[config.mk]
export PLATFORM = sky130hd
export DESIGN_NAME = vga_timing_gen
export DESIGN_NICKNAME = d
export VERILOG_FILES = /design/src/rtl/vga_pkg.sv /design/src/rtl/vga_sync_delay.sv /design/src/rtl/vga_timing_gen.sv
export SDC_FILE = /design/constraint.sdc
export NUM_CORES = 1
export LEC_CHECK = 0
export ABC_AREA = 1
export CAP_MARGIN = 10
export CORE_MARGIN = 3
export CORE_UTILIZATION = 30
export DETAILED_ROUTE_END_ITERATION = 7
export SETUP_SLACK_MARGIN = 0.2
export SLEW_MARGIN = 0
export SYNTH_ARGS = -nofsm -noshare
export SYNTH_HDL_FRONTEND = slang
export SYNTH_HIERARCHICAL = 1
export SYNTH_SLANG_ARGS = --single-unit
[constraint.sdc]
create_clock -name vga_clk -period 4.6 [get_ports vga_clk]
set_input_delay 0.69 -clock vga_clk [delete_from_list [all_inputs] [get_ports vga_clk]]
set_output_delay 0.69 -clock vga_clk [all_outputs]
set_load 0.02 [all_outputs]
[src/rtl/vga_pkg.sv]
// Shared VGA timing defaults, coordinate type and the sync/blank bundle
// passed between the raster counter and its output delay line.
package vga_pkg;

  localparam int H_VISIBLE = 640;
  localparam int H_FRONT   = 16;
  localparam int H_SYNC    = 96;
  localparam int H_BACK    = 48;
  localparam int V_VISIBLE = 480;
  localparam int V_FRONT   = 10;
  localparam int V_SYNC    = 2;
  localparam int V_BACK    = 33;
  localparam int H_TOTAL   = H_VISIBLE + H_FRONT + H_SYNC + H_BACK;
  localparam int V_TOTAL   = V_VISIBLE + V_FRONT + V_SYNC + V_BACK;

  typedef logic [9:0] coord_t;

  typedef struct packed {
    logic blank;
    logic hs;
    logic vs;
  } sync_t;

  // Half-open window test lo <= v < hi
  function automatic logic in_window(input coord_t v, input coord_t lo, input coord_t hi);
    return (v >= lo) && (v < hi);
  endfunction

endpackage

[src/rtl/vga_sync_delay.sv]
// Fixed-depth shift register that re-times blank/hs/vs to line up with the
// renderers' ROM-read-plus-register pipeline. Advances every clock.
module vga_sync_delay #(
  parameter int   PIPE_DELAY = 2,
  parameter logic SYNC_POL   = 1'b0
) (
  input  logic           i_clk,
  input  logic           i_rst_n,
  input  vga_pkg::sync_t i_sync,
  output vga_pkg::sync_t o_sync
);
  import vga_pkg::*;

  localparam sync_t RST_VAL = sync_t'{blank: 1'b0, hs: ~SYNC_POL, vs: ~SYNC_POL};

  sync_t r_pipe [PIPE_DELAY];

  // Shift stage 0 from the live bundle; every stage clears on reset
  always_ff @(posedge i_clk or negedge i_rst_n) begin
    if (!i_rst_n) begin
      for (int i = 0; i < PIPE_DELAY; i++) begin
        r_pipe[i] <= RST_VAL;
      end
    end else begin
      r_pipe[0] <= i_sync;
      for (int i = 1; i < PIPE_DELAY; i++) begin
        r_pipe[i] <= r_pipe[i-1];
      end
    end
  end

  assign o_sync = r_pipe[PIPE_DELAY-1];

endmodule

[src/rtl/vga_timing_gen.sv]
// VGA raster timing: DrawX/DrawY counters, blank, hs/vs, line/frame strobes,
// frame counter and pipeline-aligned delayed sync/blank copies.
module vga_timing_gen #(
  parameter int   H_VISIBLE  = vga_pkg::H_VISIBLE,
  parameter int   H_FRONT    = vga_pkg::H_FRONT,
  parameter int   H_SYNC     = vga_pkg::H_SYNC,
  parameter int   H_BACK     = vga_pkg::H_BACK,
  parameter int   V_VISIBLE  = vga_pkg::V_VISIBLE,
  parameter int   V_FRONT    = vga_pkg::V_FRONT,
  parameter int   V_SYNC     = vga_pkg::V_SYNC,
  parameter int   V_BACK     = vga_pkg::V_BACK,
  parameter logic SYNC_POL   = 1'b0,
  parameter int   PIPE_DELAY = 2
) (
  input  logic       vga_clk,
  input  logic       reset_n,
  input  logic       pix_en,
  output logic [9:0] DrawX,
  output logic [9:0] DrawY,
  output logic       blank,
  output logic       hs,
  output logic       vs,
  output logic       hs_d,
  output logic       vs_d,
  output logic       blank_d,
  output logic       line_start,
  output logic       frame_start,
  output logic [7:0] frame_count
);
  import vga_pkg::*;

  localparam int H_TOT = H_VISIBLE + H_FRONT + H_SYNC + H_BACK;
  localparam int V_TOT = V_VISIBLE + V_FRONT + V_SYNC + V_BACK;

  localparam coord_t H_MAX  = coord_t'(H_TOT - 1);
  localparam coord_t V_MAX  = coord_t'(V_TOT - 1);
  localparam coord_t H_VIS  = coord_t'(H_VISIBLE);
  localparam coord_t V_VIS  = coord_t'(V_VISIBLE);
  localparam coord_t HS_LO  = coord_t'(H_VISIBLE + H_FRONT);
  localparam coord_t HS_HI  = coord_t'(H_VISIBLE + H_FRONT + H_SYNC);
  localparam coord_t VS_LO  = coord_t'(V_VISIBLE + V_FRONT);
  localparam coord_t VS_HI  = coord_t'(V_VISIBLE + V_FRONT + V_SYNC);
  localparam logic SYNC_IDLE = ~SYNC_POL;

  if (H_TOT > 1024 || V_TOT > 1024) begin : g_bad_total
    $error("vga_timing_gen: H_TOTAL/V_TOTAL exceed the 10-bit counters");
  end
  if (PIPE_DELAY < 1 || PIPE_DELAY > 4) begin : g_bad_delay
    $error("vga_timing_gen: PIPE_DELAY must be 1..4");
  end

  coord_t     r_x;
  coord_t     r_y;
  logic       r_blank;
  logic       r_hs;
  logic       r_vs;
  logic       r_line_start;
  logic       r_frame_start;
  logic [7:0] r_frame_count;

  coord_t w_x_next;
  coord_t w_y_next;
  logic   w_x_wrap;
  logic   w_frame_wrap;
  sync_t  w_sync;
  sync_t  w_sync_d;

  // Next raster position; levels are decoded from it so they share DrawX/DrawY timing
  always_comb begin
    w_x_wrap     = (r_x == H_MAX);
    w_frame_wrap = w_x_wrap && (r_y == V_MAX);
    w_x_next     = r_x;
    w_y_next     = r_y;
    if (w_x_wrap) begin
      w_x_next = coord_t'(0);
      if (r_y == V_MAX) begin
        w_y_next = coord_t'(0);
      end else begin
        w_y_next = r_y + coord_t'(1);
      end
    end else begin
      w_x_next = r_x + coord_t'(1);
    end
  end

  // Counters park at the last pixel in reset so the first step lands on (0,0)
  always_ff @(posedge vga_clk or negedge reset_n) begin
    if (!reset_n) begin
      r_x           <= H_MAX;
      r_y           <= V_MAX;
      r_blank       <= 1'b0;
      r_hs          <= SYNC_IDLE;
      r_vs          <= SYNC_IDLE;
      r_line_start  <= 1'b0;
      r_frame_start <= 1'b0;
      r_frame_count <= 8'd0;
    end else if (pix_en) begin
      r_x           <= w_x_next;
      r_y           <= w_y_next;
      r_blank       <= (w_x_next < H_VIS) && (w_y_next < V_VIS);
      r_hs          <= in_window(w_x_next, HS_LO, HS_HI) ? SYNC_POL : SYNC_IDLE;
      r_vs          <= in_window(w_y_next, VS_LO, VS_HI) ? SYNC_POL : SYNC_IDLE;
      r_line_start  <= w_x_wrap;
      r_frame_start <= w_frame_wrap;
      if (w_frame_wrap) begin
        r_frame_count <= r_frame_count + 8'd1;
      end else begin
        r_frame_count <= r_frame_count;
      end
    end else begin
      r_line_start  <= 1'b0;
      r_frame_start <= 1'b0;
    end
  end

  assign w_sync = sync_t'{blank: r_blank, hs: r_hs, vs: r_vs};

  vga_sync_delay #(
    .PIPE_DELAY (PIPE_DELAY),
    .SYNC_POL   (SYNC_POL)
  ) u_sync_delay (
    .i_clk   (vga_clk),
    .i_rst_n (reset_n),
    .i_sync  (w_sync),
    .o_sync  (w_sync_d)
  );

  assign DrawX       = r_x;
  assign DrawY       = r_y;
  assign blank       = r_blank;
  assign hs          = r_hs;
  assign vs          = r_vs;
  assign hs_d        = w_sync_d.hs;
  assign vs_d        = w_sync_d.vs;
  assign blank_d     = w_sync_d.blank;
  assign line_start  = r_line_start;
  assign frame_start = r_frame_start;
  assign frame_count = r_frame_count;

endmodule

# Word level (Yosys, flattened, before mapping)
# Index checks and enable logic that the tools add are counted.
# Widths: inputs -> output; s select.
dict set report word_totals {
  output_inout_bits 36
  reg_bits 39
  input_bits 3
  elab_cells 37
}
dict set report op_classes {
  n_reduce_logical 5
  n_mux 7
  eq_ne 2
  add_sub_neg 3
  order_cmp 6
}
# cell count
set op_table {}
lappend op_table {{$mux 10} 3}
lappend op_table {{$add 10x1->10 const B} 2}
lappend op_table {{$eq 10x10->1 const B} 2}
lappend op_table {{$lt 10x10->1 const B} 2}
lappend op_table {{$lt 10x9->1 const B} 2}
lappend op_table {{$ge 10x10->1 const B} 1}
lappend op_table {{$ge 10x9->1 const B} 1}
lappend op_table {{$add 8x1->8 const B} 1}
lappend op_table {{$logic_and 1x1->1} 4}
lappend op_table {{$mux 1} 4}
lappend op_table {{$reduce_and 2->1} 1}

# Logic depth before layout (Yosys ltp)
dict set report depth {
  word_depth 6
  mapped_depth 13
  mapped_depth_nobuf 13
}

# By module
# The synthesis kept the hierarchy.
# mod seq_area_each_um2 cells_each instances area_per_inst_um2
set modules_own_cells {}
lappend modules_own_cells {vga_timing_gen 840.8 262 1 1989.4}
lappend modules_own_cells {vga_sync_delay 155.1 9 1 177.7}

# Least setup slack after synthesis
# OpenSTA, ideal clock, no wires.
dict set report synth_timing {
  path_kind {reg-to-reg}
  startpoint {register r_x[1] (netlist: DrawX[1])}
  endpoint {register r_vs (netlist: vs)}
  arrival_time_ns 1.810
  path_slack_ns 2.718
  period_less_slack_ns 1.882
  n_path_buf 1
  setup_time_ns 0.072
  required_ns 4.528
  stages_incl_launch_ff 13
  cell_sequence {dfstp_2 -> ha_1 -> nand2_2 -> nor2_4 -> nand3_4 -> buf_6 -> nor2_4 -> xor2_1 -> inv_1 -> nor2_1 -> nand3_1 -> nand2_1 -> inv_1}
}
dict set report synth_between {
  elab_chain_cells 5
  word_cells_on_any_way 6
  classes_between {order compare (2); eq/ne (1); mux (2); reduce/logical (1)}
}
# element line
set synth_lines {}
lappend synth_lines {{start: declaration} vga_timing_gen.sv:52} ;# coord_t r_x;
lappend synth_lines {{start signal: assignment} vga_timing_gen.sv:98} ;# r_x <= w_x_next;
lappend synth_lines {{$eq 10x10->1 *} vga_timing_gen.sv:70} ;# w_x_wrap = (r_x == H_MAX);
lappend synth_lines {{$mux 10 *} vga_timing_gen.sv:74} ;# if (w_x_wrap) begin
lappend synth_lines {{$ge 10x9->1 or $lt 10x9->1 (tied branches)} vga_pkg.sv:26} ;# return (v >= lo) && (v < hi);
lappend synth_lines {{$logic_and 1x1->1 *} vga_pkg.sv:26}
lappend synth_lines {{$mux 1 *} vga_timing_gen.sv:102} ;# r_vs <= in_window(w_y_next, VS_LO, VS_HI) ? SYNC_POL : SYNC_IDLE;
lappend synth_lines {{end signal: assignment} vga_timing_gen.sv:102}
lappend synth_lines {{end: declaration} vga_timing_gen.sv:56} ;# logic r_vs;
# Mark *: on every way between the ends. The rest lies on a longest branch, timed or not.
# A chain may end at the register's enable or synchronous reset.

==> tab_implementation.tex <==
\begin{tabular}{lr}
\hline
Metric & Value \\
\hline
\multicolumn{2}{l}{\textbf{Worst setup path}} \\
Kind of start point of the critical path & input pin \\
R2R Path End & blank\$\_DFFE\_PN0P\_ \\
Worst-path maximum fanout & 24 \\
Startpoint of the lowest-slack register-to-register path & DrawX[1]\$\_DFFE\_PN1P\_ \\
Cell with the largest stage delay on the worst path & sky130\_fd\_sc\_hd\_\_clkdlybuf4s50\_1 \\
Data required time at the worst endpoint & 4.83 ns \\
Path type of the worst setup path & input pin to register \\
Count of buffering cells on the critical path with inverters included & 4 \\
Worst Reg-to-Reg Cells & 10 \\
Dominant delay contributor by cell family on the critical path & buffers and inverters \\
Worst path arrival time & 2.61 ns \\
Critical path's most frequent cell & sky130\_fd\_sc\_hd\_\_nand2\_1 \\
Endpoint kind of the worst setup timing path & register \\
Largest stage delay, worst path & 0.46 ns \\
Critical-path cell list & clkdlybuf4s50\_1 -> buf\_4 -> clkinv\_1 -> nor2\_2 -> nand2\_1 -> nand2\_1 -> nand3\_1 -> nor2\_1 -> nand3\_1 -> nand2\_1 -> inv\_1 \\
Worst reg2reg setup slack & 2.50 ns \\
\multicolumn{2}{l}{\textbf{Min path}} \\
Worst hold path depth & 0 \\
Endpoint of the worst hold path & u\_sync\_delay/o\_sync[2]\$\_DFF\_PN0\_ \\
Startpoint of the most critical hold path & u\_sync\_delay/r\_pipe[5]\$\_DFF\_PN0\_ \\
Hold WC Path Type & register to register \\
\multicolumn{2}{l}{\textbf{Die}} \\
Starting Density & 0.3138 \\
Core footprint & 6907 um\^{}2 \\
Area of the die & 8279 um\^{}2 \\
Vertical die dimension & 90.99 um \\
Row Count & 30 \\
Die Width & 90.99 um \\
I/O pins & 39 \\
\multicolumn{2}{l}{\textbf{Placement}} \\
Dpl hpwl & 3573 um \\
Dpl cell area & 2618 um\^{}2 \\
Port Buf Inserts & 38 \\
Last weighted congestion value of the routability-driven placer & 0.8291 \\
\multicolumn{2}{l}{\textbf{Logic synthesis}} \\
Flops \& latches, synth & 39 \\
Warning count from the yosys run & 6 \\
Post-synth top area share & 0.2656 \\
Cell type with the largest total area after synthesis & sky130\_fd\_sc\_hd\_\_dfrtp\_1 \\
Post-synthesis instance area & 2167 um\^{}2 \\
Sequential cell area fraction in the yosys report & 0.4596 \\
Count of flip-flops with a built-in enable after synthesis & 0 \\
Synthesized net count & 278 \\
Cell types occupying the most area after synthesis & sky130\_fd\_sc\_hd\_\_dfrtp\_1 27\%, sky130\_fd\_sc\_hd\_\_dfstp\_2 19\%, sky130\_fd\_sc\_hd\_\_nand2\_1 12\% \\
Share of flip-flops with an asynchronous set or reset after synthesis & 1.000 \\
Post-synthesis average cell area & 7.997 um\^{}2 \\
Number of unique standard cell types used by synthesis & 30 \\
Leading register cell type out of synthesis & sky130\_fd\_sc\_hd\_\_dfrtp\_1 \\
Cells after Synth & 271 \\
\multicolumn{2}{l}{\textbf{STA}} \\
Final-report setup violation count & 0 \\
Highest Clock Rate & 421.5 MHz \\
Hold WS & 0.3540 ns \\
Post-Route Skew & 0.008326 ns \\
Final Hold Fails & 0 \\
RSZ-0062 raised after global routing & no \\
Pins Over Slew Limit & 0 \\
Worst max-slew margin expressed relative to the limit & 0.4304 \\
Fraction of the cycle the final worst path needs & 0.5158 \\
Worst-margin pin slew & 0.8544 ns \\
Final critical delay including setup and external delays & 2.373 ns \\
Setup\_tns & 0 ns \\
\multicolumn{2}{l}{\textbf{Outcome}} \\
Outcome & finished, final reports clean \\
\multicolumn{2}{l}{\textbf{Global route}} \\
Vias in the first global route & 1851 \\
Total Routing Usage GR & 0.1274 \\
Gr ovfl total & 0 \\
Largest net degree at the start of global routing & 40 \\
Number of antenna violations at the first check in global routing & 0 \\
Wire length of the first global-routing pass & 8659 um \\
\multicolumn{2}{l}{\textbf{Route}} \\
Detailed Route WL & 4848 um \\
Vias after detailed routing & 1840 \\
Routed length per placed instance & 11.94 um \\
Antenna violation net count after detailed routing & 0 \\
DRC violation count after routing & 0 \\
Drt via density & 4.532 \\
Count of TritonRoute iterations in the first routing pass & 4 \\
Number of design-rule violations left by the first detailed-router iteration & 115 \\
\multicolumn{2}{l}{\textbf{Final layout}} \\
Antenna diode count & 0 \\
Most common library cell in the layout ignoring fill and taps & sky130\_fd\_sc\_hd\_\_nand2\_1 \\
Area growth from synthesis to layout & 26.21\% \\
Nets & 316 \\
Cell area after layout & 2735 um\^{}2 \\
Layout cell share with drive strength beyond 1 & 0.1355 \\
Commonest cells after routing, fill and taps aside & 72 x sky130\_fd\_sc\_hd\_\_nand2\_1, 37 x sky130\_fd\_sc\_hd\_\_clkdlybuf4s50\_1, 33 x sky130\_fd\_sc\_hd\_\_inv\_1 \\
\multicolumn{2}{l}{\textbf{Clock network}} \\
Clock tree from TritonCTS & yes \\
Insertion delay of the later-clocked pin in the worst-skew pair & 0.29 ns \\
Post\_cts resized & 0 \\
CTS HTree Levels & 2 \\
Clock buffer depth & 2 \\
Hold buffer count at cts & 0 \\
Clock Pin Slew Worst Setup and Hold Paths & 0.08 ns \\
Clock root cell & sky130\_fd\_sc\_hd\_\_clkbuf\_8 \\
Num CTS Buffers & 5 \\
Number of sinks on the clock net & 39 \\
Number of setup buffers added after CTS & 0 \\
\multicolumn{2}{l}{\textbf{Power and ir drop}} \\
Leakage Power & 0.001256 uW \\
Power density over the cells & 395.4 nW/um\^{}2 \\
Worst ir drop on vdd & 0.2359 mV \\
\multicolumn{2}{l}{\textbf{Flow run}} \\
Number of max-capacitance violations reported & 0 \\
\hline
\end{tabular}
## kinds of logic (layout without fill, tap and decap cells)
family | after synthesis | count (layout) | share of synthesized area
buf+inv | 44 | 83 | 0.08661
compound gates | 24 | 24 | 0.05831
fa+ha+maj | 4 | 4 | 0.02310
xor+xnor | 11 | 11 | 0.04446
flops | 39 | 39 | 0.4596
simple gates | 148 | 148 | 0.3228
mux | 1 | 1 | 0.005196
## state kept, by name, indices dropped and copies added, names as in the netlist
name / cells
line_start: 1
u_sync_delay/r_pipe: 3
frame_count: 8
hs: 1
u_sync_delay/o_sync: 3
DrawX: 10
frame_start: 1
blank: 1
vs: 1
DrawY: 10
## cells in the mapped netlist (2+ instances only)
master	count
sky130_fd_sc_hd__clkbuf_1	3
sky130_fd_sc_hd__clkinv_1	2
sky130_fd_sc_hd__dfrtp_1	23
sky130_fd_sc_hd__nor2_4	5
sky130_fd_sc_hd__inv_1	33
sky130_fd_sc_hd__nand2_1	72
sky130_fd_sc_hd__o21ai_0	17
sky130_fd_sc_hd__ha_1	4
sky130_fd_sc_hd__nand4_1	11
sky130_fd_sc_hd__nor2_1	24
sky130_fd_sc_hd__dfstp_2	16
sky130_fd_sc_hd__a21oi_1	5
sky130_fd_sc_hd__xor2_1	6
sky130_fd_sc_hd__nor3_1	2
sky130_fd_sc_hd__buf_4	4
sky130_fd_sc_hd__nor2_2	3
sky130_fd_sc_hd__nand3_1	24
sky130_fd_sc_hd__xnor2_1	5
## stage by stage
| stage | total power, uW | utilization | setup WS (ns) | cells |
|---|---|---|---|---|
| final | 1081 | 0.3960 | 2.227 | 406 |
| after global routing | 1154 | 0.3960 | 2.038 | 406 |
| after CTS | 1095 | 0.3960 | 2.234 | 406 |
| after global placement | 787.5 | 0.3790 | 1.996 | 398 |
| after detailed placement | 788.8 | 0.3790 | 1.934 | 398 |
| after floorplan | 656.4 | - | 2.718 | 271 |
## where the power goes
group / total [uW] / switching (uW) / internal (uW)
Combinational: 312 / 182 / 131
Clock: 301 / 125 / 176
Sequential: 468 / 62.6 / 406
## metal layers
metal  share of wire  up-vias  wire length, um  track usage
met1            0.48      855             2303       0.1720
li1                -      940                -            -
met2            0.46       39             2237       0.1987
met5               0        -                0            0
met4           0.015        0               75      0.03392
met3           0.048        6              232      0.03811
## layout make-up
type | instances | area (um^2)
Tap cell | 96 | 120.1
Timing Repair Buffer | 39 | 382.9
Fill cell | 729 | 4172
Sequential cell | 39 | 996.0
Clock buffer | 6 | 82.58
Multi-Input combinational cell | 188 | 983.4
Clock inverter | 2 | 35.03
Inverter | 36 | 135.1
## worst reg2reg max path, delay by kind of cell (launching register included)
kind	cells	cell delay (ns)
flip-flops	1	0.56
AND/OR/NAND/NOR	7	0.86
AO/OA/AOI/OAI	1	0.14
adder cells (fa/ha/maj)	1	0.21
buffers and inverters	1	0.24
## worst max-delay path by stage
stage | start | end | slack (ns) | cells past startpoint
final | pix_en | vs$_DFFE_PN1P_ | 2.23 | 11
after global routing | pix_en | vs$_DFFE_PN1P_ | 2.04 | 11
after detailed placement | pix_en | vs$_DFFE_PN1P_ | 1.93 | 11
after CTS | pix_en | vs$_DFFE_PN1P_ | 2.23 | 11
after floorplan | DrawX[1]$_DFFE_PN1P_ | vs$_DFFE_PN1P_ | 2.72 | 12
after global placement | pix_en | vs$_DFFE_PN1P_ | 2.00 | 11
Note: power is estimated with default switching activity, not from simulation.
